[config.mk]
export PLATFORM = sky130hd
export DESIGN_NAME = vend_ctrl_flat
export DESIGN_NICKNAME = d
export VERILOG_FILES = /design/src/rtl/vend_pkg.sv /design/src/rtl/vend_if.sv /design/src/rtl/vend_coin_acc.sv /design/src/rtl/vend_ctrl.sv /design/src/flat_wrapper.sv
export SDC_FILE = /design/constraint.sdc
export NUM_CORES = 1
export LEC_CHECK = 0
export BUFFER_PORTS_ARGS = -buffer_cell sky130_fd_sc_hd__buf_2
export CORE_UTILIZATION = 58
export DETAILED_ROUTE_END_ITERATION = 8
export PLACE_DENSITY = 0.95
export SYNTH_ARGS = -nofsm -noshare
export SYNTH_HDL_FRONTEND = slang
export SYNTH_SLANG_ARGS = --single-unit
[constraint.sdc]
create_clock -name clk -period 4.75 [get_ports clk]
set_input_delay 0.475 -clock clk [delete_from_list [all_inputs] [get_ports clk]]
set_output_delay 0.475 -clock clk [all_outputs]
set_load 0.1 [all_outputs]
[src/rtl/vend_pkg.sv]
// vend_pkg: shared types and constants for the vending purchase controller.
package vend_pkg;
   typedef enum logic [2:0] {S_IDLE, S_COLLECT, S_CHECK, S_VEND, S_CHANGE} state_t;
   localparam logic [3:0] COIN_1  = 4'd1;
   localparam logic [3:0] COIN_2  = 4'd2;
   localparam logic [3:0] COIN_5  = 4'd5;
   localparam logic [3:0] COIN_10 = 4'd10;
   localparam logic [1:0] ERR_OVF   = 2'b01;
   localparam logic [1:0] ERR_EMPTY = 2'b10;
   localparam logic [1:0] ERR_FUNDS = 2'b11;
   localparam int STOCK_W = 5;
   localparam int N_ITEMS = 4;
   function automatic logic [3:0] coin_value(input logic [1:0] t);
      return t == 2'b00 ? COIN_1 : t == 2'b01 ? COIN_2 : t == 2'b10 ? COIN_5 : COIN_10;
   endfunction
endpackage

[src/rtl/vend_if.sv]
// vend_if: purchase-side bus of the vending controller; master drives coins/selections/stock.
interface vend_if
   import vend_pkg::*;
#(parameter int CREDIT_W = 8);
   logic                       coin_valid;
   logic [1:0]                 coin_type;
   logic                       sel_valid;
   logic [1:0]                 sel_item;
   logic                       cancel;
   logic [N_ITEMS*STOCK_W-1:0] stock;
   logic [CREDIT_W-1:0]        credit;
   logic                       busy;
   logic                       vend_valid;
   logic [1:0]                 vend_item;
   logic                       change_valid;
   logic [CREDIT_W-1:0]        change_amt;
   logic                       err;
   logic [1:0]                 err_code;
   modport master (output coin_valid, coin_type, sel_valid, sel_item, cancel, stock,
                   input credit, busy, vend_valid, vend_item, change_valid, change_amt, err, err_code);
   modport slave  (input coin_valid, coin_type, sel_valid, sel_item, cancel, stock,
                   output credit, busy, vend_valid, vend_item, change_valid, change_amt, err, err_code);
endinterface

[src/rtl/vend_coin_acc.sv]
// vend_coin_acc: coin decode, ceiling check and credit register (clear > subtract > load).
module vend_coin_acc
   import vend_pkg::*;
#(parameter int CREDIT_W = 8, parameter int MAX_CREDIT = 200)
(
   input  logic                clk,
   input  logic                rst_n,
   input  logic                load,
   input  logic [1:0]          coin_type,
   input  logic                sub,
   input  logic [CREDIT_W-1:0] sub_amt,
   input  logic                clr,
   output logic [CREDIT_W-1:0] credit,
   output logic                ovf
);
   logic [CREDIT_W:0] sum;
   assign sum = {1'b0, credit} + (CREDIT_W+1)'(coin_value(coin_type));
   assign ovf = sum > (CREDIT_W+1)'(MAX_CREDIT);
   always_ff @(posedge clk or negedge rst_n)
      if (!rst_n) credit <= '0;
      else if (clr) credit <= '0;
      else if (sub) credit <= credit - sub_amt;
      else if (load && !ovf) credit <= sum[CREDIT_W-1:0];
endmodule

[src/rtl/vend_ctrl.sv]
// vend_ctrl: vending purchase FSM - credit, price/stock check, registered vend/change/err pulses.
// VEND_AUTO_CANCEL_EN: refund full credit after TIMEOUT_CYC idle cycles in COLLECT.
module vend_ctrl
   import vend_pkg::*;
#(
   parameter int CREDIT_W    = 8,
   parameter int MAX_CREDIT  = 200,
   parameter int PRICE0      = 15,
   parameter int PRICE1      = 20,
   parameter int PRICE2      = 25,
   parameter int PRICE3      = 40,
   parameter int TIMEOUT_CYC = 1000
)
(
   input logic   clk,
   input logic   rst_n,
   vend_if.slave bus
);
   state_t               state, nxt;
   logic [1:0]           item;
   logic [CREDIT_W-1:0]  credit, price, change_amt_d;
   logic [STOCK_W-1:0]   item_stock;
   logic                 ovf, timeout, open, do_cancel, do_sel, do_coin, ok;
   logic                 vend_valid_d, change_valid_d;
   logic [1:0]           vend_item_d, err_code_d;

   vend_coin_acc #(.CREDIT_W(CREDIT_W), .MAX_CREDIT(MAX_CREDIT)) u_acc (
      .clk(clk), .rst_n(rst_n), .load(do_coin), .coin_type(bus.coin_type),
      .sub(state == S_VEND), .sub_amt(price), .clr(state == S_CHANGE),
      .credit(credit), .ovf(ovf)
   );

   assign price = item == 2'd0 ? CREDIT_W'(PRICE0) : item == 2'd1 ? CREDIT_W'(PRICE1) :
                  item == 2'd2 ? CREDIT_W'(PRICE2) : CREDIT_W'(PRICE3);
   assign item_stock = bus.stock[item*STOCK_W +: STOCK_W];
   assign ok         = item_stock != '0 && credit >= price;
   assign open       = state == S_IDLE || state == S_COLLECT;
   // cancel outranks everything even in IDLE, where it simply does nothing
   assign do_cancel  = state == S_COLLECT && (bus.cancel || timeout);
   assign do_sel     = open && !bus.cancel && !timeout && bus.sel_valid;
   assign do_coin    = open && !bus.cancel && !timeout && !bus.sel_valid && bus.coin_valid;
   assign bus.credit = credit;
   assign bus.busy   = !open;

`ifdef VEND_AUTO_CANCEL_EN
   localparam int TW = $clog2(TIMEOUT_CYC + 1);
   logic [TW-1:0] to_cnt;
   always_ff @(posedge clk or negedge rst_n)
      if (!rst_n) to_cnt <= '0;
      else to_cnt <= (state != S_COLLECT || do_sel || (do_coin && !ovf)) ? '0 : to_cnt + 1'b1;
   assign timeout = state == S_COLLECT && to_cnt == TW'(TIMEOUT_CYC - 1);
`else
   assign timeout = TIMEOUT_CYC < 0;
`endif

   always_ff @(posedge clk or negedge rst_n)
      if (!rst_n) begin
         state            <= S_IDLE;
         item             <= '0;
         bus.vend_valid   <= 1'b0;
         bus.vend_item    <= '0;
         bus.change_valid <= 1'b0;
         bus.change_amt   <= '0;
         bus.err          <= 1'b0;
         bus.err_code     <= '0;
      end else begin
         state            <= nxt;
         item             <= do_sel ? bus.sel_item : item;
         bus.vend_valid   <= vend_valid_d;
         bus.vend_item    <= vend_item_d;
         bus.change_valid <= change_valid_d;
         bus.change_amt   <= change_amt_d;
         bus.err          <= err_code_d != 2'b00;
         bus.err_code     <= err_code_d;
      end

   always_comb begin
      nxt = state;
      unique case (state)
         S_IDLE, S_COLLECT: nxt = do_cancel ? S_CHANGE : do_sel ? S_CHECK :
                                  (do_coin && !ovf) ? S_COLLECT : state;
         S_CHECK:           nxt = ok ? S_VEND : credit != '0 ? S_COLLECT : S_IDLE;
         S_VEND:            nxt = S_CHANGE;
         S_CHANGE:          nxt = S_IDLE;
         default:           nxt = S_IDLE;
      endcase
   end

   always_comb begin
      vend_valid_d   = state == S_CHECK && ok;
      vend_item_d    = vend_valid_d ? item : 2'b00;
      change_valid_d = (do_cancel && credit != '0) || (state == S_VEND && credit != price);
      change_amt_d   = !change_valid_d ? '0 : do_cancel ? credit : credit - price;
      err_code_d     = (do_coin && ovf) ? ERR_OVF :
                       (state == S_CHECK && item_stock == '0) ? ERR_EMPTY :
                       (state == S_CHECK && credit < price) ? ERR_FUNDS : 2'b00;
   end
endmodule

[src/flat_wrapper.sv]
// flat-port wrapper written by rule: the top's interface ports become plain ports
module vend_ctrl_flat import vend_pkg::*;
#(
   parameter int CREDIT_W    = 8,
   parameter int MAX_CREDIT  = 200,
   parameter int PRICE0      = 15,
   parameter int PRICE1      = 20,
   parameter int PRICE2      = 25,
   parameter int PRICE3      = 40,
   parameter int TIMEOUT_CYC = 1000
)
  (clk, rst_n, bus_coin_valid, bus_coin_type, bus_sel_valid, bus_sel_item, bus_cancel, bus_stock, bus_credit, bus_busy, bus_vend_valid, bus_vend_item, bus_change_valid, bus_change_amt, bus_err, bus_err_code);
  vend_if #(.CREDIT_W(CREDIT_W)) bus_i ();
  input logic clk;
  input logic rst_n;
  input wire logic [$bits(bus_i.coin_valid)-1:0] bus_coin_valid;
  input wire logic [$bits(bus_i.coin_type)-1:0] bus_coin_type;
  input wire logic [$bits(bus_i.sel_valid)-1:0] bus_sel_valid;
  input wire logic [$bits(bus_i.sel_item)-1:0] bus_sel_item;
  input wire logic [$bits(bus_i.cancel)-1:0] bus_cancel;
  input wire logic [$bits(bus_i.stock)-1:0] bus_stock;
  output wire logic [$bits(bus_i.credit)-1:0] bus_credit;
  output wire logic [$bits(bus_i.busy)-1:0] bus_busy;
  output wire logic [$bits(bus_i.vend_valid)-1:0] bus_vend_valid;
  output wire logic [$bits(bus_i.vend_item)-1:0] bus_vend_item;
  output wire logic [$bits(bus_i.change_valid)-1:0] bus_change_valid;
  output wire logic [$bits(bus_i.change_amt)-1:0] bus_change_amt;
  output wire logic [$bits(bus_i.err)-1:0] bus_err;
  output wire logic [$bits(bus_i.err_code)-1:0] bus_err_code;
  assign bus_i.coin_valid = bus_coin_valid;
  assign bus_i.coin_type = bus_coin_type;
  assign bus_i.sel_valid = bus_sel_valid;
  assign bus_i.sel_item = bus_sel_item;
  assign bus_i.cancel = bus_cancel;
  assign bus_i.stock = bus_stock;
  assign bus_credit = bus_i.credit;
  assign bus_busy = bus_i.busy;
  assign bus_vend_valid = bus_i.vend_valid;
  assign bus_vend_item = bus_i.vend_item;
  assign bus_change_valid = bus_i.change_valid;
  assign bus_change_amt = bus_i.change_amt;
  assign bus_err = bus_i.err;
  assign bus_err_code = bus_i.err_code;
  vend_ctrl #(.CREDIT_W(CREDIT_W), .MAX_CREDIT(MAX_CREDIT), .PRICE0(PRICE0), .PRICE1(PRICE1), .PRICE2(PRICE2), .PRICE3(PRICE3), .TIMEOUT_CYC(TIMEOUT_CYC)) u_core (.clk(clk), .rst_n(rst_n), .bus(bus_i));
endmodule
# Word-level counts from Yosys, hierarchy flattened

Cells that the tools add are included.

Register bits after elaboration: 28
Input port bits: 29
Word-level logic and storage cells: 75

$add $sub $neg: 2
$mul: 1
Magnitude comparators: 3
Equality and inequality tests: 10
Shift-type cells: 1
Muxes and demuxes: 21
Reductions and logical operators: 28

Operator list:

| operator              | number |
|---|---|
| $mux W8               | 7 |
| $shiftx A20 B6 Y5     | 1 |
| $logic_and A1 B1 Y1   | 13 |
| $mux W3               | 4 |
| $mux W4               | 3 |
| $add A8 B4 Y9         | 1 |
| $gt A9 B8 Y1 const B  | 1 |
| $pmux W3 S3           | 1 |
| $ge A8 B8 Y1          | 1 |
| $lt A8 B8 Y1          | 1 |
| $mux W2               | 4 |
| $ne A8 B8 Y1          | 1 |
| $reduce_bool A8 Y1    | 1 |
| $sub A8 B8 Y8         | 1 |
| $eq A3 B2 Y1 const B  | 2 |
| $mux W6               | 1 |
| $logic_not A5 Y1      | 1 |
| $mul A2 B3 Y5 const B | 1 |
| $reduce_bool A5 Y1    | 1 |
| $eq A2 B1 Y1 const B  | 2 |
| $eq A2 B2 Y1 const B  | 2 |
| $logic_not A1 Y1      | 4 |
| $logic_not A2 Y1      | 2 |
| $ne A4 B1 Y1 const B  | 1 |
| other kinds (8)       | 9 |

# Longest topological paths before layout

Gate-level depths: netlist of run 1.

Depth in word-level cells: 12
Depth in mapped cells: 10
Depth with buffers taken out: 10

# Cells and area by module

A second synthesis of run 1 with hierarchy kept.

Cells, all modules: 279
Area, all modules: 2521.2 µm²

By module, submodules not included:

| module        | times used | cells each | area an instance (µm²) | sequential area each (µm²) |
|---|---|---|---|---|
| vend_ctrl     | 1          | 145        | 1373.8                 | 500.5 |
| vend_coin_acc | 1          | 134        | 1147.4                 | 200.2 |

# Worst setup path after synthesis of run 1

OpenSTA, ideal clock, no wires.

Path type: register -> register
Start: reg u_core.u_acc.credit[0]
End: reg u_core.u_acc.credit[0]
Library setup time: 0.120 ns
Arrival time: 2.778 ns
Required time: 4.630 ns
Setup slack: 1.852 ns
Cell stages (with the launch flop): 9
Cells stage by stage: dfrtp_1 > ha_1 > fa_1 > nor3_1 > o32ai_4 > o32ai_4 > buf_6 > nand2_2 > o211a_1

Word-level cells in the longest chain between the ends: 5
Elaborated cells between the ends (all ways): 9
Those cells by class: 2 x add/sub; 1 x order compare; 3 x mux; 3 x reduce/logical

RTL lines:

| element                      | line                | text |
|---|---|---|
| from (decl)                  | vend_coin_acc.sv:13 | `output logic [CREDIT_W-1:0] credit,` |
| from (signal assigned)       | vend_coin_acc.sv:22 | `else if (sub) credit <= credit - sub_amt;` |
| from (signal assigned)       | vend_coin_acc.sv:23 | `else if (load && !ovf) credit <= sum[CREDIT_W-1:0];` |
| $add A8 B4 Y9                | vend_coin_acc.sv:17 | `assign sum = {1'b0, credit} + (CREDIT_W+1)'(coin_value(coin_type));` |
| $gt A9 B8 Y1                 | vend_coin_acc.sv:18 | `assign ovf = sum > (CREDIT_W+1)'(MAX_CREDIT);` |
| $logic_not A1 Y1             | vend_coin_acc.sv:23 |  |
| $logic_and A1 B1 Y1          | vend_coin_acc.sv:23 |  |
| $reduce_bool A3 Y1 (no line) | -                   |  |

Parallel ways exist; a longest one is shown, timed or not. The select of a mux whose other input is x is not followed.
A chain may end at the register's enable or synchronous reset.

# Final worst setup path of run 1

Start: reg u_core.u_acc.credit[0]
End: reg u_core.u_acc.credit[5]

Same word-level chain as after synthesis.

==> results.yml, run 1 <==
yosys:
  syn-num-nets: 275
  netlist_area_um2: 2100
  yosysSeqAreaShare_pct: 33.4
  postSynth.asyncResetShare_pct: 100
  synth_area_per_cell_um2: 9.13
  synth_cell_types: 60
  synth_cells: 230
  ys_warn_count: 0
  synth_edf_count: 0
  synthFlopType: "dfrtp_1"
  ys_seq_elements: 28
sta:
  finalHoldViolCount: 0
  period_minus_slack_ns: 2.84
  rsz0062_at_grt: "false"
  max_freq_mhz: 352
  max_slew_margin_pct: 33.0
  setup_viol: 0
  fin_tns_setup_ns: 0
  post-route-period-util_pct: 59.9
  worstMarginPinSlew_ns: 1.00
  skew_ns: 0.00983
  slew_violations: 0
critical_path:
  r2r_slack_ns: 1.91
  path_buf_inv: 0
  cpPeakStageDelay_ns: 0.78
  r2r_end: "u_core.u_acc.credit[5]"
  cp_slowest_cell: "a31oi_1"
  cp_top_family: "compound AO/OA/AOI/OAI gates"
  r2r_cells: 7
  crit_type: "reg2reg"
  crit_required_ns: 5.05
  r2r_start: "u_core.u_acc.credit[0]"
  cp_data_arrival_time_ns: 3.14
  crit_path_max_fanout: 11
  cp_cell_sequence: "ha_1 -> fa_1 -> nand3_1 -> a21oi_2 -> a31oi_1 -> and2_4 -> o311a_1"
  start_kind: "register"
  crit_path_end_kind: "register"
layout:
  seq_area_um2: 701
  mostFrequentLayoutCells: "buf_2 (52), dfrtp_1 (28), nand2_1 (22), a21oi_1 (17), inv_1 (16)"
  multiInputGateArea_um2: 1290
  layout_commonest_cell: "buf_2"
  layout.cells.non_filler: 323
  syn2layout_area_growth_pct: 15.5
  antenna_cells: 0
  drive_above_1_share_pct: 26.7
  nets: 323
  fillers: 243
clock_tree:
  cts_made_buffers: 3
  post_cts_buffers: 0
  ctsHoldBuffers: 0
  cts_max_path_buffers: 2
  cts-root-buf: "clkbuf_4"
  clock_latency_ns: 0.36
  htreeDepth: 1
  clkTransAtPathRegs_ns: 0.16
  cts_tree: "done"
  ctsResizeCount: 0
  clock-sinks: 28
global_routing:
  gr-total-overflow: 0
  grt_usage_pct: 28.5
  grt_pass1_wl_mm: 8.51
  grt_max_degree: 29
  grt_antenna_before_repair: 0
  grt_pass1_vias: 1764
route:
  drc: 0
  wl_mm: 5.44
  num_vias: 2054
  post_drt_wl_per_cell_um: 16.8
  vias_per_cell: 6.36
  drt_iter0_drc: 206
  antenna_left: 0
  firstDrtPassIters: 5
die:
  core_area_um2: 3390
  pin_count: 53
  die_x_um: 62.2
  dieArea_um2: 3860
  start_util_pct: 61.9
  rows: 21
  die_y_um: 62.2
min_path:
  hp-class: "in2async"
placement:
  dp_cells: 319
  io_buffers: 52
  dpl.hpwl_mm: 4.14
  gp_congestion: 0.973
flow_run:
  max_cap_violations: 0
run_status:
  outcome: "finished clean"
## metrics by stage
step	util, %	cell area, µm²	hold WS, ns	setup slack [ns]
2_1_floorplan	-	2100	0.179	1.85
3_3_place_gp	70.0	2370	0.511	2.00
3_5_place_dp	70.0	2370	0.517	1.89
4_1_cts	71.5	2420	0.118	1.97
5_1_grt	71.5	2420	0.149	1.79
6_report	71.5	2420	0.106	1.91
## sequential cells by signal, indices dropped and copies added, names as in the netlist
name	count
u_core.u_acc.credit	8
u_core.state	3
u_core.item	2
u_core.bus.err_code	2
u_core.bus.change_amt	8
u_core.bus.change_valid	1
u_core.bus.err	1
u_core.bus.vend_valid	1
u_core.bus.vend_item	2
## kinds of logic (layout without fill, tap and decap cells)
kind of cell               Yosys count  count (layout)  synth area share [%]
and+or+nand+nor                     88              88                  23.2
AOI/OAI and AO/OA                   69              69                  26.5
DFF                                 28              28                  33.4
xor gates and xnor gates             4               4                  1.67
buffers and inverters               25              72                  5.01
adders and majority gates           16              16                  10.3
## worst max-delay path by stage
stage                                       from                endpoint  depth (start not counted)
after floorplan           u_core.u_acc.credit[0]  u_core.u_acc.credit[0]                          8
after detailed placement        bus_coin_type[0]  u_core.u_acc.credit[5]                          9
final                     u_core.u_acc.credit[0]  u_core.u_acc.credit[5]                          7
after global routing      u_core.u_acc.credit[0]  u_core.u_acc.credit[5]                          7
after CTS                 u_core.u_acc.credit[0]  u_core.u_acc.credit[5]                          7
after global placement          bus_coin_type[0]  u_core.u_acc.credit[1]                          9
## worst register-to-register path, stage by stage (launching register included)
cell,delay (ns)
dfrtp_1,0.51
ha_1,0.29
fa_1,0.43
nand3_1,0.17
a21oi_2,0.11
a31oi_1,0.78
and2_4,0.32
o311a_1,0.18
## layer usage
metal	part of all wire [%]	up-vias	wire, µm	GRT usage (%)
met5	0	-	0	0
met4	4.7	0	258	13.7
met3	11	39	590	6.07
met2	46	137	2490	44.4
met1	39	941	2110	37.8
li1	-	937	-	-
## cells in the mapped netlist, types with 3 or more instances
library cell,count,area [µm²]
dfrtp_1,28,701
nand2_1,22,82.6
a21oi_1,17,85.1
inv_1,16,60.1
nor2_1,15,56.3
ha_1,14,175
o21ai_0,10,50.1
nand3_1,9,45.0
and2_1,8,50.1
nor3_1,6,30.0
clkbuf_1,5,18.8
a211oi_1,4,30.0
a211oi_2,3,37.5
buf_2,3,15.0
nor4_1,3,18.8
nor4b_1,3,26.3
or3_1,3,18.8
## final cells by class
class | count | area share (%)
multi-input combinational | 177 | 53.4
sequential | 28 | 28.9
timing repair buffer | 52 | 10.7
inverter | 16 | 2.48
tap | 46 | 2.37
clock inverter | 1 | 1.24
clock buffer | 3 | 0.929
Power of run 1 is left out: the tool's default activity adds up to more than one toggle a clock period on the data nets, which glitch-free logic cannot reach.
==> run 2: changes to the inputs <==
- CORE_UTILIZATION: 58 -> 48
- PLACE_DENSITY: 0.95 -> 0.86
- clock period: 4.75 -> 2.6 ns (I/O delays scaled with it)
==> run 2 against run 1 <==
The run now ends with negative hold slack left. Die area increased by 20%. Final area grew 7.6%. Non-clock buffer count grew 15. Hold slack got worse by 0.11 ns. Critical path type unchanged.
==> results.yml, run 2 (synthesized netlist as in run 1, its figures left out) <==
sta:
  period_minus_slack_ns: 2.59
  worstMarginPinSlew_ns: 0.641
  post-route-period-util_pct: 99.6
  slew_violations: 0
  setup_viol: 0
  setup_slack_ns: 0.0103
  max_freq_mhz: 386
  finalHoldViolCount: 28
  whs_ns: -0.00893
  max_slew_margin_pct: 57.3
  skew_ns: 0.00143
clock_tree:
  clkTransAtPathRegs_ns: 0.10
  ctsHoldBuffers: 0
  cts_max_path_buffers: 2
  htreeDepth: 1
  clock_latency_ns: 0.28
  cts_made_buffers: 3
  clock-sinks: 28
  cts-root-buf: "clkbuf_8"
  cts_tree: "done"
global_routing:
  grt_pass1_vias: 1912
  use_met2_pct: 45.7
  gr-total-overflow: 0
  grt_util_met1_pct: 33.4
  grt.busiest_layer: "met2"
  grt_antenna_before_repair: 0
  grt_max_degree: 29
  met3_usage_pct: 4.00
  grt_pass1_wl_mm: 9.04
  grt_usage_pct: 26.9
layout:
  top_regs: "u_core.bus.change_amt: 8 flops, u_core.u_acc.credit: 8 flops, u_core.state: 3 flops"
  nets: 338
  syn2layout_area_growth_pct: 24.3
  mostFrequentLayoutCells: "buf_2 (52), dfrtp_1 (24), nand2_1 (22), nor2_1 (15), a21oi_1 (15)"
  antenna_cells: 0
  layout_commonest_cell: "buf_2"
  drive_above_1_share_pct: 34.9
  fillers: 333
  final_util_pct: 63.9
critical_path:
  r2r_end: "u_core.u_acc.credit[0]"
  cp_data_arrival_time_ns: 2.76
  r2r_cells: 9
  crit_required_ns: 2.77
  startpoint: "u_core.u_acc.credit[0]"
  crit_path_max_fanout: 7
  r2r_start: "u_core.u_acc.credit[0]"
  r2r_slack_ns: 0.01
  crit_end: "u_core.u_acc.credit[0]"
  crit_type: "reg2reg"
  start_kind: "register"
  crit_path_end_kind: "register"
route:
  drt_iter0_drc: 164
  drc: 0
  num_vias: 2088
  vias_per_cell: 6.11
  firstDrtPassIters: 5
  post_drt_wl_per_cell_um: 17.8
  antenna_left: 0
  wl_mm: 6.09
die:
  pin_count: 53
  rows: 23
  die_y_um: 68.1
  start_util_pct: 51.4
  die_x_um: 68.1
  dieArea_um2: 4640
  core_area_um2: 4090
placement:
  gp_congestion: 0.952
  io_buffers: 52
  dpl.hpwl_mm: 4.24
  dp_slack_ns: -0.0488
run_status:
  violations: "negative hold slack"
  outcome: "finished with violations"
flow_run:
  max_cap_violations: 0
min_path:
  hp-class: "in2async"
run 2: critical path: stages (launching register included):
cell     delay, ns
dfrtp_4       0.52
ha_2          0.22
fa_2          0.39
xor2_2        0.20
nor3_1        0.10
o32ai_4       0.31
o32ai_4       0.16
buf_12        0.17
a211o_1       0.26
o211a_1       0.15
run 2: layer usage:
metal  part of all wire [%]  routed length (µm)  vias to the layer above
met4                    3.8                 234                        0
met1                     39                2370                      984
met3                    6.5                 395                       25
met2                     51                3090                      116
li1                       -                   -                      963
met5                      0                   0                        -
run 2: worst min path at each step:
| stage | from | end | slack (ns) | cells after the start |
|---|---|---|---|---|
| 4_1_cts | rst_n | u_core.bus.change_amt[5] | 0.01 | 1 |
| 5_1_grt | rst_n | u_core.bus.change_amt[0] | 0.03 | 1 |
| 3_5_place_dp | rst_n | u_core.bus.change_amt[5] | 0.32 | 1 |
| 3_3_place_gp | rst_n | u_core.state[2] | 0.30 | 1 |
| 6_report | rst_n | u_core.bus.change_amt[0] | -0.009 | 1 |
| 2_1_floorplan | rst_n | u_core.bus.change_amt[0] | -0.04 | 0 |
run 2: repair_timing:
action / 4_1_cts / 5_1_grt
resized for setup: 3 / 6
endpoints found under the setup margin: 10 / 9
setup buffers: 4 / 3
gates cloned: 0 / 0
pin swaps: 2 / 4
run 2: layout make-up:
cell class / instances / area, µm² / area share, %
Multi-Input combinational cell: 177 / 1320 / 50.7
Clock inverter: 1 / 30.0 / 1.15
Inverter: 16 / 60.1 / 2.30
Sequential cell: 28 / 708 / 27.1
Clock buffer: 3 / 41.3 / 1.58
Tap cell: 50 / 62.6 / 2.40
Timing Repair Buffer: 67 / 385 / 14.8
run 2: metrics by stage:
| step | hold WS, ns | TNS [ns] | cells | cell area [µm²] |
|---|---|---|---|---|
| floorplan | -0.0356 | 0 | 230 | 2110 |
| global placement | 0.299 | 0 | 331 | 2450 |
| detailed placement | 0.318 | -0.210 | 331 | 2450 |
| CTS | 0.0115 | 0 | 339 | 2570 |
| global route | 0.0261 | -0.0516 | 342 | 2610 |
| finish | -0.00893 | 0 | 342 | 2610 |
Power of run 2 is left out for the same reason.
